### src/rtl/hazard_stall_controller_if.sv
`default_nettype none
// ============================================================================
// Module   : hazard_stall_controller_if
// Purpose  : Decode-stage hazard bus. Pipeline-side signals in, stall/flush
//            controls out. Counter signals exist only with HAZARD_PERF_CNT_EN.
// Revision : 1.0 - initial release
// ============================================================================
interface hazard_stall_controller_if #(
    parameter int REG_ADDR_W = 5,
    parameter int CNT_W      = 32
);
    logic [REG_ADDR_W-1:0] Rs_ID;
    logic [REG_ADDR_W-1:0] Rt_ID;
    logic                  UsesRs_ID;
    logic                  UsesRt_ID;
    logic                  IsBranch_ID;
    logic                  BranchTaken_ID;
    logic                  MemRead_EX;
    logic                  RegWrite_EX;
    logic [REG_ADDR_W-1:0] WriteReg_EX;
    logic                  MemRead_MEM;
    logic [REG_ADDR_W-1:0] WriteReg_MEM;

    logic                  Stall_ID;
    logic                  PCWrite;
    logic                  PCSel;
    logic                  Bubble_EX;

`ifdef HAZARD_PERF_CNT_EN
    logic [CNT_W-1:0]      StallCycles;
    logic [CNT_W-1:0]      FlushCount;

    modport master (
        output Rs_ID, Rt_ID, UsesRs_ID, UsesRt_ID, IsBranch_ID, BranchTaken_ID,
               MemRead_EX, RegWrite_EX, WriteReg_EX, MemRead_MEM, WriteReg_MEM,
        input  Stall_ID, PCWrite, PCSel, Bubble_EX, StallCycles, FlushCount
    );

    modport slave (
        input  Rs_ID, Rt_ID, UsesRs_ID, UsesRt_ID, IsBranch_ID, BranchTaken_ID,
               MemRead_EX, RegWrite_EX, WriteReg_EX, MemRead_MEM, WriteReg_MEM,
        output Stall_ID, PCWrite, PCSel, Bubble_EX, StallCycles, FlushCount
    );
`else
    modport master (
        output Rs_ID, Rt_ID, UsesRs_ID, UsesRt_ID, IsBranch_ID, BranchTaken_ID,
               MemRead_EX, RegWrite_EX, WriteReg_EX, MemRead_MEM, WriteReg_MEM,
        input  Stall_ID, PCWrite, PCSel, Bubble_EX
    );

    modport slave (
        input  Rs_ID, Rt_ID, UsesRs_ID, UsesRt_ID, IsBranch_ID, BranchTaken_ID,
               MemRead_EX, RegWrite_EX, WriteReg_EX, MemRead_MEM, WriteReg_MEM,
        output Stall_ID, PCWrite, PCSel, Bubble_EX
    );
`endif
endinterface
`default_nettype wire

### src/rtl/hazard_stall_controller.sv
`default_nettype none
// ============================================================================
// Module   : hazard_stall_controller
// Purpose  : Decode-stage load-use / branch-operand hazard unit with a
//            RUN/HOLD FSM for 2-cycle stalls and a 1-cycle taken-branch flush.
//            Optional stall/flush counters: define HAZARD_PERF_CNT_EN.
// Revision : 1.0 - initial release
// ============================================================================
module hazard_stall_controller #(
    parameter int REG_ADDR_W = 5
`ifdef HAZARD_PERF_CNT_EN
    ,
    parameter int CNT_W      = 32
`endif
) (
    input  wire logic                  Clock,
    input  wire logic                  Reset_n,
    hazard_stall_controller_if.slave   bus
);

    typedef enum logic [0:0] {
        RUN  = 1'b0,
        HOLD = 1'b1
    } state_t;

    localparam logic [REG_ADDR_W-1:0] c_ZERO_REG = '0;

    state_t r_state;
    state_t w_next_state;

    logic w_match_ex;
    logic w_match_mem;
    logic w_depth2;
    logic w_depth1;
    logic w_stall_raw;
    logic w_stall;
    logic w_flush;

    // Register 0 is hard-wired, so a write to it can never create a hazard.
    assign w_match_ex  = bus.RegWrite_EX && (bus.WriteReg_EX != c_ZERO_REG) &&
                         ((bus.UsesRs_ID && (bus.Rs_ID == bus.WriteReg_EX)) ||
                          (bus.UsesRt_ID && (bus.Rt_ID == bus.WriteReg_EX)));

    assign w_match_mem = bus.MemRead_MEM && (bus.WriteReg_MEM != c_ZERO_REG) &&
                         ((bus.UsesRs_ID && (bus.Rs_ID == bus.WriteReg_MEM)) ||
                          (bus.UsesRt_ID && (bus.Rt_ID == bus.WriteReg_MEM)));

    assign w_depth2 = bus.IsBranch_ID && bus.MemRead_EX && w_match_ex;

    assign w_depth1 = (bus.MemRead_EX && w_match_ex && !bus.IsBranch_ID) ||
                      (bus.IsBranch_ID && bus.RegWrite_EX && !bus.MemRead_EX && w_match_ex) ||
                      (bus.IsBranch_ID && w_match_mem);

    always_ff @(posedge Clock or negedge Reset_n) begin
        if (!Reset_n) begin
            r_state <= RUN;
        end else begin
            r_state <= w_next_state;
        end
    end

    // Depth 2 is tested first so a simultaneous depth-1 condition resolves to it.
    always_comb begin
        w_next_state = r_state;
        w_stall_raw  = 1'b0;
        case (r_state)
            RUN: begin
                if (w_depth2) begin
                    w_stall_raw  = 1'b1;
                    w_next_state = HOLD;
                end else if (w_depth1) begin
                    w_stall_raw  = 1'b1;
                    w_next_state = RUN;
                end else begin
                    w_next_state = RUN;
                end
            end
            HOLD: begin
                w_stall_raw  = 1'b1;
                w_next_state = RUN;
            end
            default: begin
                w_stall_raw  = 1'b0;
                w_next_state = RUN;
            end
        endcase
    end

    // Outputs are combinational so the IF/ID register sees them this cycle;
    // reset overrides any hazard the inputs might still be showing.
    assign w_stall = Reset_n && w_stall_raw;
    assign w_flush = Reset_n && bus.BranchTaken_ID && !w_stall_raw;

    assign bus.Stall_ID  = w_stall;
    assign bus.Bubble_EX = w_stall;
    assign bus.PCWrite   = !w_stall;
    assign bus.PCSel     = w_flush;

`ifdef HAZARD_PERF_CNT_EN
    localparam logic [CNT_W-1:0] c_CNT_MAX = {CNT_W{1'b1}};

    logic [CNT_W-1:0] r_stall_cycles;
    logic [CNT_W-1:0] r_flush_count;

    always_ff @(posedge Clock or negedge Reset_n) begin
        if (!Reset_n) begin
            r_stall_cycles <= '0;
            r_flush_count  <= '0;
        end else begin
            if (w_stall && (r_stall_cycles != c_CNT_MAX)) begin
                r_stall_cycles <= r_stall_cycles + 1'b1;
            end
            if (w_flush && (r_flush_count != c_CNT_MAX)) begin
                r_flush_count <= r_flush_count + 1'b1;
            end
        end
    end

    assign bus.StallCycles = r_stall_cycles;
    assign bus.FlushCount  = r_flush_count;
`endif

endmodule
`default_nettype wire

### src/flat_wrapper.sv
// flat-port wrapper written by rule: the top's interface ports become plain ports
module hazard_stall_controller_flat 
#(
    parameter int REG_ADDR_W = 5

)
  (Clock, Reset_n, bus_Rs_ID, bus_Rt_ID, bus_UsesRs_ID, bus_UsesRt_ID, bus_IsBranch_ID, bus_BranchTaken_ID, bus_MemRead_EX, bus_RegWrite_EX, bus_WriteReg_EX, bus_MemRead_MEM, bus_WriteReg_MEM, bus_Stall_ID, bus_PCWrite, bus_PCSel, bus_Bubble_EX);
  hazard_stall_controller_if #(.REG_ADDR_W(REG_ADDR_W), .CNT_W((32))) bus_i ();
  input  wire logic Clock;
  input  wire logic Reset_n;
  input wire logic [$bits(bus_i.Rs_ID)-1:0] bus_Rs_ID;
  input wire logic [$bits(bus_i.Rt_ID)-1:0] bus_Rt_ID;
  input wire logic [$bits(bus_i.UsesRs_ID)-1:0] bus_UsesRs_ID;
  input wire logic [$bits(bus_i.UsesRt_ID)-1:0] bus_UsesRt_ID;
  input wire logic [$bits(bus_i.IsBranch_ID)-1:0] bus_IsBranch_ID;
  input wire logic [$bits(bus_i.BranchTaken_ID)-1:0] bus_BranchTaken_ID;
  input wire logic [$bits(bus_i.MemRead_EX)-1:0] bus_MemRead_EX;
  input wire logic [$bits(bus_i.RegWrite_EX)-1:0] bus_RegWrite_EX;
  input wire logic [$bits(bus_i.WriteReg_EX)-1:0] bus_WriteReg_EX;
  input wire logic [$bits(bus_i.MemRead_MEM)-1:0] bus_MemRead_MEM;
  input wire logic [$bits(bus_i.WriteReg_MEM)-1:0] bus_WriteReg_MEM;
  output wire logic [$bits(bus_i.Stall_ID)-1:0] bus_Stall_ID;
  output wire logic [$bits(bus_i.PCWrite)-1:0] bus_PCWrite;
  output wire logic [$bits(bus_i.PCSel)-1:0] bus_PCSel;
  output wire logic [$bits(bus_i.Bubble_EX)-1:0] bus_Bubble_EX;
  assign bus_i.Rs_ID = bus_Rs_ID;
  assign bus_i.Rt_ID = bus_Rt_ID;
  assign bus_i.UsesRs_ID = bus_UsesRs_ID;
  assign bus_i.UsesRt_ID = bus_UsesRt_ID;
  assign bus_i.IsBranch_ID = bus_IsBranch_ID;
  assign bus_i.BranchTaken_ID = bus_BranchTaken_ID;
  assign bus_i.MemRead_EX = bus_MemRead_EX;
  assign bus_i.RegWrite_EX = bus_RegWrite_EX;
  assign bus_i.WriteReg_EX = bus_WriteReg_EX;
  assign bus_i.MemRead_MEM = bus_MemRead_MEM;
  assign bus_i.WriteReg_MEM = bus_WriteReg_MEM;
  assign bus_Stall_ID = bus_i.Stall_ID;
  assign bus_PCWrite = bus_i.PCWrite;
  assign bus_PCSel = bus_i.PCSel;
  assign bus_Bubble_EX = bus_i.Bubble_EX;
  hazard_stall_controller #(.REG_ADDR_W(REG_ADDR_W)) u_core (.Clock(Clock), .Reset_n(Reset_n), .bus(bus_i));
endmodule
### config.mk
export PLATFORM = sky130hd
export DESIGN_NAME = hazard_stall_controller_flat
export DESIGN_NICKNAME = d
export VERILOG_FILES = /design/src/rtl/hazard_stall_controller_if.sv /design/src/rtl/hazard_stall_controller.sv /design/src/flat_wrapper.sv
export SDC_FILE = /design/constraint.sdc
export NUM_CORES = 1
export LEC_CHECK = 0
export CAP_MARGIN = 20
export CORE_AREA = 2 2 39 41
export DETAILED_ROUTE_END_ITERATION = 6
export DIE_AREA = 0 0 41 43
export PLACE_DENSITY_LB_ADDON = 0.15
export SYNTH_ARGS = -nofsm -noshare
export SYNTH_HDL_FRONTEND = slang
export SYNTH_SLANG_ARGS = --single-unit
### constraint.sdc
create_clock -name Clock -period 1.8 [get_ports Clock]
set_input_delay 0.27 -clock Clock [delete_from_list [all_inputs] [get_ports Clock]]
set_output_delay 0.27 -clock Clock [all_outputs]
set_load 0.03 [all_outputs]
==> results of run 1 <==
## metal layers
| metal | up-vias | share of wire, % | wire [µm] | track usage [%] |
|---|---|---|---|---|
| met5 | - | 0 | 0 | 0 |
| met3 | 0 | 5.8 | 79 | 0 |
| met2 | 18 | 52 | 702 | 27.8 |
| met1 | 216 | 42 | 571 | 21.0 |
| met4 | 0 | 0 | 0 | 0 |
| li1 | 262 | - | - | - |
## logic make-up (layout without fill, tap and decap cells)
kind of cell           count (synthesis)  after routing  synth area share (%)
AO/OA/AOI/OAI                          7              7                  17.2
buffers and inverters                  1             53                  2.11
XOR/XNOR                              20             20                  49.1
flip-flops                             1              1                  7.02
AND/OR/NAND/NOR                       14             14                  24.6
## area by class of cell
cell class	count	area, µm²	share of cell area [%]
Multi-Input combinational cell	41	393	42.5
Sequential cell	1	25.0	2.71
Tap cell	16	20.0	2.17
Timing Repair Buffer	53	487	52.6
## critical path, cell delays in order
cell and delay [ns]:
buf_8 0.09, or4_4 0.52, o211ai_1 0.27, a21oi_4 0.08, o31a_1 0.35, buf_6 0.15
## per-stage QoR
step	TNS (ns)	instances	hold WS [ns]
2_1_floorplan	-0.232	43	-0.0256
3_3_place_gp	-2.27	104	0.556
3_5_place_dp	-2.40	104	0.557
4_1_cts	-0.787	110	0.557
5_1_grt	-1.02	111	0.609
6_report	-0.760	111	0.568
## report_power, final
group	total [µW]	leakage (µW)	switching, µW	internal [µW]
Sequential	23.3	0.0000140	0.279	23.0
Combinational	176	0.000396	67.4	109
Clock	0	0	0	0
Total	200	0.000410	67.7	132
## worst paths after layout
kind / from / endpoint / slack, ns / cells after the start
min: Reset_n / u_core.r_state / 0.57 / 2
max in group asynchronous: Reset_n / u_core.r_state / 1.13 / 2
max reg2reg: u_core.r_state / u_core.r_state / 1.01 / 1
min reg2reg: u_core.r_state / u_core.r_state / 0.62 / 1
max: bus_WriteReg_MEM[4] / bus_Stall_ID / -0.20 / 6
min in group Clock: u_core.r_state / u_core.r_state / 0.62 / 1
## layout by cell type, fill, tap and decap left out, types with 3 or more instances in the layout
| cell | netlist | final |
|---|---|---|
| buf_4 | 1 | 16 |
| xor2_1 | 16 | 14 |
| buf_6 | 0 | 13 |
| clkdlybuf4s50_1 | 0 | 8 |
| xnor2_1 | 4 | 4 |
| clkbuf_2 | 0 | 4 |
| buf_8 | 0 | 3 |
| buf_2 | 0 | 3 |
## repair_timing
| action | in CTS | in global routing |
|---|---|---|
| setup buffers | 6 | 1 |
| resized for setup | 76 | 21 |
| pin swaps | 16 | 11 |
| endpoints found under the setup margin | 5 | 4 |
==> results by group, run 1 <==
Synthesis
  • Gate Count Post-Synth: 43
  • Post-synth EDFFs: 0
  • Cell Area, Synth: between 300 and 400 µm²
  • Synth top area share: roughly two fifths
  • Async S/R FF share, synth: 100%
  • Top cells by count, synth: xor2_1, nor4_1, xnor2_1
  • Warnings, synthesis: 0
  • Mapped Nets: about 70
  • Main flop type after synthesis: dfrtp_1
  • Register area share after synthesis: under 10%
  • Avg Cell Area, Syn: 8.29 µm²
  • Largest cells by area after synthesis: xor2_1, xnor2_1, dfrtp_1
  • Yosys cell types: 18
  • Top-count cell post-synth: xor2_1
  • Leading area contributor after synthesis: xor2_1
  • Synth Register Bits: 1

Pwr
  • Static Leak: 0.000410 µW
  • Max VDD drop: 0.112 mV
  • Total power: 200 µW
  • Pwr Density: about 220 nW/µm²

Drt
  • Via count: 496
  • Final antenna-violating net count: 0
  • Drt pass-1 iters: 1
  • Vias per cell: approximately 4.5
  • DRC Markers: 0
  • Routed wire per std cell: ~12 µm
  • First DRT Iteration DRCs: 0
  • WL final: around 1400 µm

Finish
  • Fin area: 925 µm²
  • Number of flip-flops in the largest register: 1
  • Layout cells sized above 1: 53.7%
  • Core Util, Final: between 60% and 70%
  • Antenna diodes: 0
  • Net count, final: 126
  • Layout area overhead: 159%
  • Largest Register: u_core.r_state
  • Biggest registers after layout: u_core.r_state (1)
  • # fillers: 124

Placement
  • DP HPWL: 1040 µm
  • Setup slack at placement: -0.629 ns
  • Placed Area: 798 µm²
  • Number of port buffers: 32
  • Placer Congestion: 0.760

STA
  • Worst-case clock skew: 0 ns
  • Fmax: roughly 0.5 GHz
  • Worst Max-Slew Pin Slew: ~0.27 ns
  • Final min period: 2.00 ns
  • Period utilization: 111%
  • Unrepaired setup endpoints after global routing: true
  • Max-slew violation count: 0
  • Setup ws final: -0.204 ns
  • Relative slew slack: 81.9%
  • Final setup violating endpoints: 4
  • Hold Fails Final Rpt: 0

Floorplan
  • Core area: 1380 µm²
  • Die Ht: 43 µm
  • Initial Utilization: 25.8%
  • Site Rows: 14
  • # IOs: 33
  • Chip Width: ~41 µm
  • Die footprint: 1760 µm²

Global route
  • Grt total ovfl: 0
  • Initial antenna violation count: 0
  • Vias in the first global route: about 490
  • Largest net degree at the start of global routing: 5
  • Gr usage total: 15.5%
  • Global-route wire length before repair: slightly below 2000 µm

Clock network
  • Clk_lat worst skew: 0 ns
  • Hold_buf cts: 0
  • Clk slew on worst S/H paths: 0 ns

Setup path
  • Worst setup path class: in2out
  • CP max FO: 3
  • WP data arrival: 1.73 ns
  • Worst Setup End Kind: primary output
  • WP data required: 1.53 ns
  • Critical Path Source Type: input port

Hold path
  • Hold Path Class: in2async

Run status
  • Failing checks: negative setup slack
  • Status: finished with violations

Run
  • MaxCap Viol Count: 0
Note: power is estimated with default switching activity, not from simulation.
==> run 2: changes to the inputs <==
--- a/config.mk
+++ b/config.mk
@@ -10,6 +10,7 @@
 export DETAILED_ROUTE_END_ITERATION = 6
 export DIE_AREA = 0 0 41 43
 export PLACE_DENSITY_LB_ADDON = 0.15
+export SLEW_MARGIN = 40
 export SYNTH_ARGS = -nofsm -noshare
 export SYNTH_HDL_FRONTEND = slang
 export SYNTH_SLANG_ARGS = --single-unit
==> constraint.sdc (replaced) <==
create_clock -name Clock -period 2.6 [get_ports Clock]
set_input_delay 0.39 -clock Clock [delete_from_list [all_inputs] [get_ports Clock]]
set_output_delay 0.39 -clock Clock [all_outputs]
set_load 0.03 [all_outputs]
==> results by group, run 2 (synthesis gave the netlist of run 1 again) <==
Run status
  • Status: complete, no violations

Floorplan
  • Core area: 1380 µm²
  • # IOs: 33
  • Initial Utilization: between 20% and 30%
  • Die Ht: 43 µm
  • Die footprint: 1760 µm²
  • Chip Width: between 40 and 50 µm
  • Site Rows: 14

STA
  • Setup TNS: 0 ns
  • Unrepaired setup endpoints after global routing: false
  • Hold Fails Final Rpt: 0
  • Final min period: 2.50 ns
  • Worst Max-Slew Pin Slew: between 0.2 and 0.25 ns
  • Worst-case clock skew: 0 ns
  • Fmax: 0.401 GHz
  • Period utilization: slightly below 100%
  • Relative slew slack: 84.1%
  • Max-slew violation count: 0
  • Final setup violating endpoints: 0

Pwr
  • Clock power share: 0%
  • Static Leak: 0.000301 µW
  • Max VDD drop: ~0.064 mV
  • Combinational power share: 85.9%
  • Pwr Density: 159 nW/µm²
  • Switching power: 38.7 µW
  • Sw frac: between 30% and 40%
  • Int Power: 75.1 µW
  • Sequential power share: 14.1%

Setup path
  • CP Launch Point: bus_WriteReg_MEM[2]
  • Critical Path Source Type: input port
  • Worst setup path class: in2out
  • Worst r2r path cells: 1
  • WP data required: 2.21 ns
  • Worst Setup End Kind: primary output
  • WP data arrival: 2.11 ns
  • R2r setup slk: 1.93 ns
  • CP max FO: 3
  • Reg-to-reg endpoint: u_core.r_state
  • Reg-to-reg critical path startpoint: u_core.r_state

Global route
  • Grt total ovfl: 0
  • Global-route wire length before repair: 1680 µm
  • Vias in the first global route: 411
  • Gr usage total: 12.8%
  • Initial antenna violation count: 0
  • Largest net degree at the start of global routing: 5

Finish
  • Layout area overhead: 100%
  • Layout cells sized above 1: 14.7%
  • # fillers: between 100 and 150
  • Antenna diodes: 0
  • Fin area: 714 µm²
  • Commonest non-fill, non-tap cells in the layout: clkdlybuf4s50_1, xor2_1, buf_4, xnor2_1
  • Finished Layout Cells: 91
  • Net count, final: roughly 110
  • Number of flip-flops in the largest register: 1
  • Largest Register: u_core.r_state
  • Commonest non-fill, non-tap cell in the layout: clkdlybuf4s50_1
  • Biggest registers after layout: u_core.r_state (1)
  • Core Util, Final: slightly above 50%

Drt
  • Routed wire per std cell: 11.2 µm
  • Final antenna-violating net count: 0
  • First DRT Iteration DRCs: 3
  • WL final: 1020 µm
  • DRC Markers: 0
  • Via count: approximately 440
  • Drt pass-1 iters: 4
  • Vias per cell: 4.78

Clock network
  • Hold_buf cts: 0
  • Clk_lat worst skew: 0 ns
  • Clk slew on worst S/H paths: 0 ns
  • Post-CTS setup buffers: 0
  • PostCTS Resize Cnt: 0

Hold path
  • Hold wc startpoint: u_core.r_state
  • Hold Path Class: reg2reg
  • WHS Path Cells: 1
  • Hold endpoint: u_core.r_state

Placement
  • Number of port buffers: 32
  • Placed Area: 687 µm²
  • Placer Congestion: approximately 0.73
  • Dpl cells: 91

Run
  • MaxCap Viol Count: 0
==> run 2: cell types whose count changed in the layout (fill, tap and decap cells not counted), moves of 3 or more <==
cell             delta
buf_2               -3
buf_4              -11
buf_6              -13
buf_8               -3
clkbuf_2            -4
clkdlybuf4s50_1    +17
dlymetal6s2s_1      +3
==> run 2: worst max-delay path by stage <==
stage	endpoint	slack, ns	cells past startpoint
finish	bus_Stall_ID	0.10	6
global route	bus_Bubble_EX	0.04	6
CTS	bus_Stall_ID	0.01	6
detailed placement	bus_Stall_ID	0.02	6
global placement	bus_Stall_ID	0.03	6
floorplan	bus_PCWrite	0.24	4
==> run 2: per-stage QoR <==
step	setup WS (ns)	total power [µW]	hold slack [ns]
after detailed placement	0.0156	111	0.501
final	0.104	114	0.494
after CTS	0.0102	111	0.502
after global routing	0.0387	123	0.541
after global placement	0.0282	111	0.496
after floorplan	0.242	48.4	0.0944
==> run 2: final cells by class <==
class / instances / area (µm²) / area share [%]
flip-flops and latches: 1 / 25.0 / 3.50
well taps: 16 / 20.0 / 2.80
repair buffers: 33 / 325 / 45.5
multi-input cells: 41 / 344 / 48.2
==> run 2: layer usage <==
layer  vias to the layer above  wire length [µm]  GRT usage [%]
met5                         -                 0              0
met1                       193               433           17.9
met3                         0                76              0
li1                        224                 -              -
met2                        18               512           22.5
met4                         0                 0              0
==> run 2: power groups by stage <==
stage          Sequential (µW)  Clock [µW]  Combinational, µW
2_1_floorplan             16.0           0               32.4
3_3_place_gp              16.0           0               94.6
3_5_place_dp              16.0           0               94.6
4_1_cts                   16.0           0               95.2
5_1_grt                   16.1           0                107
6_report                  16.0           0               97.8
==> run 2: worst max-delay path, stage by stage <==
cell and delay (ns):
clkdlybuf4s50_1 0.46, or4_1 0.51, o211ai_1 0.21, a21oi_2 0.07, o31a_1 0.29, buf_4 0.17
